==> config.mk <==
export PLATFORM = sky130hd
export DESIGN_NAME = div_radix2
export DESIGN_NICKNAME = d
export VERILOG_FILES = /design/src/rtl/div_radix2_pkg.sv /design/src/rtl/div_radix2.sv
export SDC_FILE = /design/constraint.sdc
export NUM_CORES = 1
export LEC_CHECK = 0
export BUFFER_PORTS_ARGS = -buffer_cell sky130_fd_sc_hd__buf_4
export CELL_PAD_IN_SITES_DETAIL_PLACEMENT = 1
export CELL_PAD_IN_SITES_GLOBAL_PLACEMENT = 2
export CORE_MARGIN = 2
export CORE_UTILIZATION = 37
export CTS_CLUSTER_DIAMETER = 200
export DETAILED_ROUTE_END_ITERATION = 7
export PLACE_DENSITY = 0.83
export SLEW_MARGIN = 20
export SYNTH_ARGS = -nofsm -noshare
export SYNTH_HDL_FRONTEND = slang
export SYNTH_SLANG_ARGS = --single-unit
==> constraint.sdc <==
create_clock -name clk -period 10.2 [get_ports clk]
set_input_delay 1.02 -clock clk [delete_from_list [all_inputs] [get_ports clk]]
set_output_delay 1.02 -clock clk [all_outputs]
set_load 0.1 [all_outputs]
==> src/rtl/div_radix2_pkg.sv <==
// Shared types and constants for the radix-2 restoring divider.
package div_radix2_pkg;

  typedef enum logic [1:0] {
    DIV_IDLE = 2'd0,
    DIV_BUSY = 2'd1,
    DIV_DONE = 2'd2
  } div_state_t;

  localparam int          DIV_STEPS     = 32;
  localparam logic [31:0] DIV_ZERO_QUOT = 32'hFFFF_FFFF;

endpackage

==> src/rtl/div_radix2.sv <==
// Multi-cycle radix-2 restoring divider (DIV/DIVU) with start/ready handshake.
// Optional DIV_EARLY_OUT_EN: finish at once when |dividend| < |divisor|.
module div_radix2
  import div_radix2_pkg::*;
#(
  parameter int WIDTH = 32
) (
  input  logic                 clk,
  input  logic                 rst,
  input  logic                 flush,
  input  logic                 annul_i,
  input  logic                 start_i,
  input  logic                 signed_div_i,
  input  logic [WIDTH-1:0]     opdata1_i,
  input  logic [WIDTH-1:0]     opdata2_i,
  output logic                 ready_o,
  output logic [2*WIDTH-1:0]   result_o
);

  localparam int               CNT_W     = $clog2(WIDTH);
  localparam logic [CNT_W-1:0] CNT_LAST  = CNT_W'(WIDTH - 1);
  localparam logic [CNT_W-1:0] CNT_ONE   = CNT_W'(1);
  localparam logic [WIDTH-1:0] ZERO_QUOT = {WIDTH{1'b1}};
  localparam logic [WIDTH-1:0] ZERO_W    = {WIDTH{1'b0}};

  div_state_t         r_state;
  logic               r_ready;
  logic [2*WIDTH-1:0] r_result;
  logic [CNT_W-1:0]   r_count;
  logic [WIDTH-1:0]   r_part;
  logic [WIDTH-1:0]   r_dvd;
  logic [WIDTH-1:0]   r_dvs;
  logic               r_q_neg;
  logic               r_r_neg;

  logic               w_abort;
  logic               w_dvd_neg;
  logic               w_dvs_neg;
  logic [WIDTH-1:0]   w_abs_dvd;
  logic [WIDTH-1:0]   w_abs_dvs;
  logic               w_dvs_zero;
  logic               w_early;
  logic [WIDTH:0]     w_trial;
  logic [WIDTH-1:0]   w_part_nx;
  logic [WIDTH-1:0]   w_quot_nx;
  logic [WIDTH-1:0]   w_q_fix;
  logic [WIDTH-1:0]   w_r_fix;

  assign w_abort    = flush | annul_i;
  assign w_dvd_neg  = signed_div_i & opdata1_i[WIDTH-1];
  assign w_dvs_neg  = signed_div_i & opdata2_i[WIDTH-1];
  assign w_abs_dvd  = w_dvd_neg ? (ZERO_W - opdata1_i) : opdata1_i;
  assign w_abs_dvs  = w_dvs_neg ? (ZERO_W - opdata2_i) : opdata2_i;
  assign w_dvs_zero = (opdata2_i == ZERO_W);

`ifdef DIV_EARLY_OUT_EN
  assign w_early = ~w_dvs_zero & (w_abs_dvd < w_abs_dvs);
`else
  assign w_early = 1'b0;
`endif

  // Partial remainder stays below the divisor, so a negative trial always shows in the top bit.
  assign w_trial   = {r_part, r_dvd[WIDTH-1]} - {1'b0, r_dvs};
  assign w_part_nx = w_trial[WIDTH] ? {r_part[WIDTH-2:0], r_dvd[WIDTH-1]} : w_trial[WIDTH-1:0];
  assign w_quot_nx = {r_dvd[WIDTH-2:0], ~w_trial[WIDTH]};
  assign w_q_fix   = r_q_neg ? (ZERO_W - w_quot_nx) : w_quot_nx;
  assign w_r_fix   = r_r_neg ? (ZERO_W - w_part_nx) : w_part_nx;

  // Control FSM, step datapath registers and registered outputs.
  always_ff @(posedge clk) begin
    if (!rst) begin
      r_state  <= DIV_IDLE;
      r_ready  <= 1'b0;
      r_result <= {2*WIDTH{1'b0}};
      r_count  <= {CNT_W{1'b0}};
      r_part   <= ZERO_W;
      r_dvd    <= ZERO_W;
      r_dvs    <= ZERO_W;
      r_q_neg  <= 1'b0;
      r_r_neg  <= 1'b0;
    end else if (w_abort) begin
      r_state <= DIV_IDLE;
      r_ready <= 1'b0;
      r_count <= {CNT_W{1'b0}};
    end else begin
      case (r_state)
        DIV_IDLE: begin
          r_ready <= 1'b0;
          if (start_i) begin
            if (w_dvs_zero) begin
              r_result <= {opdata1_i, ZERO_QUOT};
              r_ready  <= 1'b1;
              r_state  <= DIV_DONE;
            end else if (w_early) begin
              r_result <= {opdata1_i, ZERO_W};
              r_ready  <= 1'b1;
              r_state  <= DIV_DONE;
            end else begin
              r_part  <= ZERO_W;
              r_dvd   <= w_abs_dvd;
              r_dvs   <= w_abs_dvs;
              r_q_neg <= w_dvd_neg ^ w_dvs_neg;
              r_r_neg <= w_dvd_neg;
              r_count <= {CNT_W{1'b0}};
              r_state <= DIV_BUSY;
            end
          end else begin
            r_state <= DIV_IDLE;
          end
        end
        DIV_BUSY: begin
          r_part  <= w_part_nx;
          r_dvd   <= w_quot_nx;
          r_count <= r_count + CNT_ONE;
          if (r_count == CNT_LAST) begin
            r_result <= {w_r_fix, w_q_fix};
            r_ready  <= 1'b1;
            r_state  <= DIV_DONE;
          end else begin
            r_ready <= 1'b0;
            r_state <= DIV_BUSY;
          end
        end
        DIV_DONE: begin
          r_ready <= 1'b0;
          r_state <= DIV_IDLE;
        end
        default: begin
          r_ready <= 1'b0;
          r_state <= DIV_IDLE;
        end
      endcase
    end
  end

  assign ready_o  = r_ready;
  assign result_o = r_result;

endmodule

== Word-level counts from Yosys, hierarchy flattened ==
Cells that the tools add are included.

* Add/sub/neg operators: 6
* Equality and inequality tests: 6
* Muxes and demuxes: 26
* Bitwise gates (word level): 8
* Reductions and logical operators: 8

{| class="wikitable"
|+ Operator list
! cell !! count
|-
| $mux 32 || 9
|-
| $mux 64 || 3
|-
| $pmux 32 s2 || 2
|-
| $pmux 64 s2 || 1
|-
| $sub 1x32->32 const A || 4
|-
| $sub 33x32->33 || 1
|-
| $logic_not 32->1 || 1
|-
| $mux 5 || 2
|-
| $pmux 5 s2 || 1
|-
| $ne 2x2->1 const B || 4
|-
| $reduce_and 4->1 || 2
|-
| $mux 2 || 3
|-
| $add 5x1->5 const B || 1
|-
| $eq 5x5->1 const B || 1
|-
| $reduce_and 5->1 || 1
|-
| $not 1->1 || 4
|-
| $pmux 2 s2 || 1
|-
| $mux 1 || 3
|-
| $reduce_and 3->1 || 1
|-
| $and 1x1->1 || 2
|-
| $eq 2x1->1 const B || 1
|-
| $logic_not 2->1 || 1
|-
| $pmux 1 s2 || 1
|-
| $reduce_bool 2->1 || 1
|-
| other kinds (3) || 3
|}

* Register bits: 170
* Bits of input ports: 70
* Word-level logic and storage cells: 63

== Longest topological paths before layout ==
Gate-level depths: netlist (run 1).

* Word-level depth: 6
* Gate-level depth with buffers: 26
* Mapped depth without buffers: 23

== Worst setup path before layout (run 1) ==
OpenSTA, ideal clock, no wires.

* Path type: register to register
* Start point: reg r_dvd[31]
* End point: reg r_result[58], in the netlist result_o[58]
* Library setup time: 0.128 ns
* Arrival time: 4.800 ns
* Slack: 5.272 ns
* Cell stages (with the launch flop): 26
* Path buffers: 3
* Period minus slack after synthesis: 4.928 ns
* Cells stage by stage: dfxtp_1 inv_1 ha_1 inv_1 fa_1 a211oi_2 o211ai_2 a31oi_2 o21bai_2 a41oi_2 xnor2_2 inv_4 buf_4 clkbuf_1 buf_2 o21ai_0 inv_1 ha_1 inv_1 nor4bb_1 mux2_4 o21ai_2 or3_1 o41ai_2 xor2_1 o211ai_1

* Word-level cells in the longest chain between the ends: 6

{| class="wikitable"
|+ Ends and longest elaborated chain
! what !! RTL line !! text
|-
| start, declared || div_radix2.sv:31 || <nowiki>logic [WIDTH-1:0] r_dvd;</nowiki>
|-
| start signal, assigned || div_radix2.sv:100 || <nowiki>r_dvd <= w_abs_dvd;</nowiki>
|-
| start signal, assigned || div_radix2.sv:113 || <nowiki>r_dvd <= w_quot_nx;</nowiki>
|-
| $sub 33x32->33 || div_radix2.sv:63 || <nowiki>assign w_trial = {r_part, r_dvd[WIDTH-1]} - {1'b0, r_dvs};</nowiki>
|-
| $mux 32 * || div_radix2.sv:64 || <nowiki>assign w_part_nx = w_trial[WIDTH] ? {r_part[WIDTH-2:0], r_dvd[WIDTH-1]} : w_trial[WIDTH-1:0];</nowiki>
|-
| $sub 1x32->32 || div_radix2.sv:67 || <nowiki>assign w_r_fix = r_r_neg ? (ZERO_W - w_part_nx) : w_part_nx;</nowiki>
|-
| $mux 32 * || div_radix2.sv:67 ||
|-
| $mux 64 * || div_radix2.sv:115 || <nowiki>if (r_count == CNT_LAST) begin</nowiki>
|-
| $pmux 64 s2 * || div_radix2.sv:86 || <nowiki>case (r_state)</nowiki>
|-
| end signal, assigned || div_radix2.sv:74 || <nowiki>r_result <= {2*WIDTH{1'b0}};</nowiki>
|-
| end signal, assigned || div_radix2.sv:91 || <nowiki>r_result <= {opdata1_i, ZERO_QUOT};</nowiki>
|-
| end signal, assigned || div_radix2.sv:116 || <nowiki>r_result <= {w_r_fix, w_q_fix};</nowiki>
|-
| end, declared || div_radix2.sv:28 || <nowiki>logic [2*WIDTH-1:0] r_result;</nowiki>
|}

Every way passes the cells marked *; elsewhere a longest branch is shown, timed or not. The select of a mux whose other input is x is not followed.
A chain may end at the register's enable or synchronous reset.

== Worst setup path in the final report (run 1) ==
Ends and elaborated chain as after synthesis.

==> results.json, run 1 <==
{
  "fin_crit_ns": 5.54,
  "root_buffer": "clkbuf_16",
  "htreeDepth": 4,
  "synth_edf_count": 0,
  "cp.required_ns": 10.53,
  "critPathBufInv": 4,
  "critical_path_peak_fanout": 41,
  "p_leak_nw": 5.94,
  "criticalPathCategory": "reg2reg",
  "path_cells": "inv_1 -> ha_1 -> inv_1 -> fa_1 -> a211oi_2 -> o211ai_2 -> a31oi_2 -> o21bai_2 -> a41oi_2 -> xnor2_4 -> buf_4 -> mux2i_1 -> ha_1 -> inv_1 -> nor4bb_1 -> mux2_4 -> o21ai_2 -> or3_1 -> o41ai_2 -> xor2_1 -> o211ai_1",
  "viasPerCell": 5.57,
  "syn_nets": 1670,
  "grt_max_degree": 97,
  "totalWireLength_um": 38500,
  "ir_worst_vdd_v": 0.000121,
  "final_common_cell": "nor2_1",
  "die_x_um": 183,
  "cts.sinks": 169,
  "layout-drive-gt1-share_pct": 13.1,
  "slew_headroom_pct": 32.1,
  "worstPathArrival_ns": 5.87,
  "gp_routability_congestion": 0.853,
  "max_stage_delay_ns": 0.48,
  "vias": 11360,
  "first_global_vias": 11479,
  "nFillCells": 3921,
  "antenna_found_initial": 0,
  "layout_common_cells": "nor2_1 (175), dfxtp_1 (169), a21oi_1 (156), buf_4 (146), nand2_1 (133)",
  "slowest_stage": "buf_4",
  "dr.pass1.iters": 6,
  "grt_pass1_wl_um": 62400,
  "clockBufferDepth": 2,
  "track_usage_pct": 23.4,
  "setup_viol": 0,
  "hold_path.class": "reg2reg",
  "ys.flop_type": "dfxtp_1",
  "synth-seq-cells": 169,
  "async_flop_share_pct": 0,
  "overflow": 0,
  "start_util_pct": 37.5,
  "fin_worst_skew_ns": 0.00769,
  "timing.fmax_mhz": 180,
  "drc_errors": 0,
  "syn_area_um2": 11800,
  "end_kind": "flop",
  "syn_avg_cell_area_um2": 7.58,
  "synth_top_area_share_pct": 28.6,
  "syn_inst": 1561,
  "numPlacedInstances": 2008,
  "diodes": 0,
  "num_rows": 65,
  "synth_top_cell_by_area": "dfxtp_1",
  "crit_family": "compound AO/OA/AOI/OAI gates",
  "synth_area_leaders": "dfxtp_1 (29%), a21oi_1 (6.6%), nor2_1 (5.6%)",
  "p_per_area_nw_per_um2": 127,
  "place_hpwl_um": 29200,
  "hold_violations": 0,
  "final_cells": 2040,
  "ios": 135,
  "area_delta_synth_final_pct": 15.4,
  "tns_ns": 0,
  "worstSkewPairLatency_ns": 0.45,
  "synth_warnings": 0,
  "max_cap_violations": 0,
  "core-area_um2": 31600,
  "hold_buffers": 0,
  "nets": 1734,
  "die_y_um": 183,
  "status": "finished clean",
  "routedWlPerCell_um": 18.9,
  "drt_iter0_drc": 582,
  "crit_path_frequent_cell": "inv_1",
  "place.port_buffers": 134,
  "seq_area_frac_synth_pct": 28.6,
  "grt_setup_unrepaired": "false",
  "cts_post_setup_buffers_inserted": 0,
  "worstMarginPinSlew_ns": 1.02,
  "finalCritPeriodShare_pct": 54.3,
  "path_clk_slew_ns": 0.07,
  "postRouteAntennaNets": 0,
  "maxSlewViolCount": 0,
  "start_kind": "flop",
  "whs_ns": 0.499,
  "cts_buffers": 17,
  "cts_resized": 0,
  "cts_tree": "built",
  "synth.distinct_cells": 80,
  "die_area_um2": 33400
}
-- synth_stat cells (5+ instances only) --
master,instances
o211a_1,53
xnor2_1,68
nor2b_1,33
o41ai_1,10
a211oi_1,37
mux2_2,7
a22oi_1,21
inv_1,57
or2_2,5
nor4_1,11
or4_1,10
nor3_1,35
nand3_1,41
nand2b_1,9
o21a_1,10
mux2i_1,14
o211ai_1,25
nand4_1,11
xor2_1,73
o21ai_0,89
or3_1,24
dfxtp_1,169
clkbuf_1,81
nand2_1,133
buf_1,5
a21o_1,12
o31ai_1,19
ha_1,38
and3_1,8
and2_1,15
a21oi_1,156
buf_2,12
a31oi_1,22
nor2_1,177
-- through the flow --
stage	area, um2	utilization (%)	power (W)	worst slack [ns]
final	13700	43.3	0.00173	4.66
after global routing	13700	43.3	0.00182	4.25
after CTS	13700	43.3	0.00175	4.62
after detailed placement	13100	41.4	0.00108	4.64
after global placement	13100	41.4	0.00107	4.88
after floorplan	11800	-	0.000959	5.27
-- final cells by class --
class                   instances  area (um2)  share of cell area [%]
multi-input cells            1232        7870                    57.6
flip-flops and latches        169        3380                    24.8
well taps                     402         503                    3.68
repair buffers                146        1100                    8.02
clock buffers                  19         443                    3.24
inverters                      59         224                    1.64
clock inverters                13         145                    1.06
-- report_power, final --
part | internal, W | switching, W | total, W | leakage, nW
Combinational | 0.000143 | 0.000234 | 0.000377 | 4.29
Sequential | 0.000672 | 0.0000127 | 0.000685 | 1.37
Clock | 0.000370 | 0.000298 | 0.000667 | 0.280
-- sequential cells by signal, summed over array words and instances (netlist names) --
| name | cells |
|---|---|
| r_q_neg | 1 |
| r_dvs | 32 |
| r_part | 32 |
| result_o | 64 |
| r_r_neg | 1 |
| r_count | 5 |
| r_state | 2 |
| r_dvd | 32 |
-- cells by family (layout without fill, tap and decap cells) --
family	Yosys count	count (layout)	share of synthesized area [%]
muxes	22	22	1.98
DFF	169	169	28.6
buffers and inverters	160	237	5.33
adders and majority gates	39	39	4.19
and+or+nand+nor	529	529	21.1
AOI/OAI and AO/OA	500	500	28.3
xor gates and xnor gates	142	142	10.6
-- routing by layer --
metal / share of wire, % / global-route usage (%)
met5: 0 / 0
met2: 46 / 39.0
met4: 2.3 / 7.33
met3: 3.2 / 3.34
met1: 48 / 31.2
-- path summary, 6_finish.rpt --
| path | from | cells after the start | to | slack, ns |
|---|---|---|---|---|
| worst min register to register | r_dvs[30] | 1 | r_dvs[30] | 0.50 |
| worst max register to register | r_dvd[31] | 21 | result_o[58] | 4.66 |
| worst min-delay path | r_dvs[30] | 1 | r_dvs[30] | 0.50 |
| worst max-delay path | r_dvd[31] | 21 | result_o[58] | 4.66 |
Power figures use the tool's default switching activity.
==> run 2, diff against run 1 <==
--- a/config.mk
+++ b/config.mk
@@ -9,10 +9,10 @@
 export CELL_PAD_IN_SITES_DETAIL_PLACEMENT = 1
 export CELL_PAD_IN_SITES_GLOBAL_PLACEMENT = 2
 export CORE_MARGIN = 2
-export CORE_UTILIZATION = 37
+export CORE_UTILIZATION = 35
 export CTS_CLUSTER_DIAMETER = 200
 export DETAILED_ROUTE_END_ITERATION = 7
-export PLACE_DENSITY = 0.83
+export PLACE_DENSITY = 0.79
 export SLEW_MARGIN = 20
 export SYNTH_ARGS = -nofsm -noshare
 export SYNTH_HDL_FRONTEND = slang
==> constraint.sdc (replaced) <==
create_clock -name clk -period 5.5 [get_ports clk]
set_input_delay 0.55 -clock clk [delete_from_list [all_inputs] [get_ports clk]]
set_output_delay 0.55 -clock clk [all_outputs]
set_load 0.1 [all_outputs]
==> run 2 against run 1 <==
  * Wire length grew 0.52%
  * Non-clock buffer count grew 4
  * First-iteration DRC count shrank 8.6%
  * Critical endpoint unchanged
  * Cell count grew 2.5%
  * Largest power group unchanged
  * Sequential cell count is the same
  * Worst setup slack lost 4.2 ns
==> results.json, run 2 (synthesis gave the netlist of run 1 again) <==
{
  "status": "finished clean",
  "cts_buffers": 17,
  "critical_path_peak_fanout": 16,
  "worstPathArrival_ns": 5.33,
  "dr.pass1.iters": 5,
  "die_y_um": 188,
  "worst_slack_ns": 0.491,
  "postRouteAntennaNets": 0,
  "ios": 135,
  "maxSlewViolCount": 0,
  "nets": 1738,
  "cts_post_setup_buffers_inserted": 0,
  "cts.sinks": 169,
  "track_usage_pct": 21.8,
  "r2r-end": "result_o[58]",
  "gp_routability_congestion": 0.828,
  "whs_ns": 0.414,
  "finalInstanceArea_um2": 13700,
  "holdPathEnd": "result_o[44]",
  "die_x_um": 188,
  "place_hpwl_um": 29600,
  "fin_worst_skew_ns": 0.00967,
  "hold_path.class": "in2reg",
  "grt_pass1_wl_um": 62200,
  "rr_startpoint": "r_part[18]",
  "start_util_pct": 35.4,
  "antenna_found_initial": 0,
  "layout_common_cells": "nor2_1 (175), dfxtp_1 (169), a21oi_1 (156), buf_4 (149), nand2_1 (133)",
  "clockBufferDepth": 2,
  "diodes": 0,
  "max_cap_violations": 0,
  "hold_buffers": 0,
  "overflow": 0,
  "ir_worst_vdd_v": 0.000246,
  "hold_violations": 0,
  "place.port_buffers": 134,
  "worstMarginPinSlew_ns": 0.901,
  "tns_ns": 0,
  "timing.fmax_mhz": 200,
  "routedWlPerCell_um": 18.5,
  "finalCritPeriodShare_pct": 91.1,
  "hold_start": "opdata1_i[12]",
  "fin_crit_ns": 5.01,
  "largest_reg_flops": 64,
  "cts_resized": 0,
  "totalWireLength_um": 38700,
  "grt_max_degree": 91,
  "ff2ff_setup_slack_ns": 0.49,
  "place_area_um2": 13200,
  "dp_slack_ns": 0.534,
  "start_kind": "flop",
  "grt_setup_unrepaired": "false",
  "worstSkewPairLatency_ns": 0.44,
  "path_clk_slew_ns": 0.07,
  "cts_tree": "built",
  "criticalPathCategory": "reg2reg",
  "slew_headroom_pct": 39.8,
  "r2r_cells": 17,
  "cp.required_ns": 5.82,
  "area_delta_synth_final_pct": 16.1,
  "die_area_um2": 35300,
  "first_global_vias": 11419,
  "core-area_um2": 33400,
  "htreeDepth": 4,
  "vias": 11370,
  "root_buffer": "clkbuf_16",
  "layout-drive-gt1-share_pct": 13.3,
  "p_per_area_nw_per_um2": 231,
  "hold_depth": 3,
  "drc_errors": 0,
  "final_common_cell": "nor2_1",
  "num_rows": 67,
  "drt_iter0_drc": 532,
  "end_kind": "flop",
  "setup_viol": 0,
  "p_leak_nw": 5.95,
  "viasPerCell": 5.44
}
-- run 2: changes by cell type in the layout (fill, tap and decap cells not counted), sizes merged --
cell | before | now
buf | 146 | 150
bufinv | 2 | 1
clkinv | 5 | 6
-- run 2: layout make-up --
class,count,area [um2]
Clock inverter,13,120
Tap cell,448,561
Inverter,59,224
Timing Repair Buffer,150,1140
Fill cell,4131,19700
Multi-Input combinational cell,1232,7870
Sequential cell,169,3380
Clock buffer,19,443
-- run 2: worst max-delay path by stage --
stage          cells after the start        from            to
2_1_floorplan                     25   r_dvd[31]  result_o[58]
3_3_place_gp                      20   r_dvd[31]  result_o[58]
3_5_place_dp                      20   r_dvd[31]  result_o[58]
4_1_cts                           20   r_dvd[31]  result_o[58]
5_1_grt                           23   r_dvd[31]  result_o[58]
6_report                          17  r_part[18]  result_o[58]
-- run 2: routing by layer --
layer  vias up  wire, um  global-route usage (%)
met4         0       529                    5.09
met3        24      1200                    2.94
met5         -         0                       0
met1      5417     18800                    29.0
li1       5742         -                       -
met2       187     18200                    37.5
-- run 2: worst max-delay path, stage by stage (launching register included) --
cell	delay [ns]
dfxtp_1	0.45
ha_1	0.36
a21oi_1	0.22
o21ai_1	0.16
a2111o_1	0.43
a311o_1	0.33
a41oi_2	0.28
xnor2_4	0.32
mux2i_1	0.37
ha_1	0.22
inv_1	0.08
nor4bb_1	0.26
mux2_4	0.22
o21ai_2	0.11
or3_1	0.41
o41ai_2	0.39
xor2_1	0.17
o211ai_1	0.09
-- run 2: where the power goes --
group          switching (W)  total, W  internal [W]
Sequential         0.0000244   0.00127       0.00125
Clock               0.000559   0.00120      0.000640
Combinational       0.000435  0.000703      0.000268
-- run 2: through the flow --
stage	utilization, %	std cells	total power (W)
6_report	41.1	2090	0.00317
5_1_grt	41.1	2090	0.00332
4_1_cts	41.1	2090	0.00320
3_5_place_dp	39.4	2058	0.00200
3_3_place_gp	39.4	2058	0.00199
2_1_floorplan	-	1561	0.00178
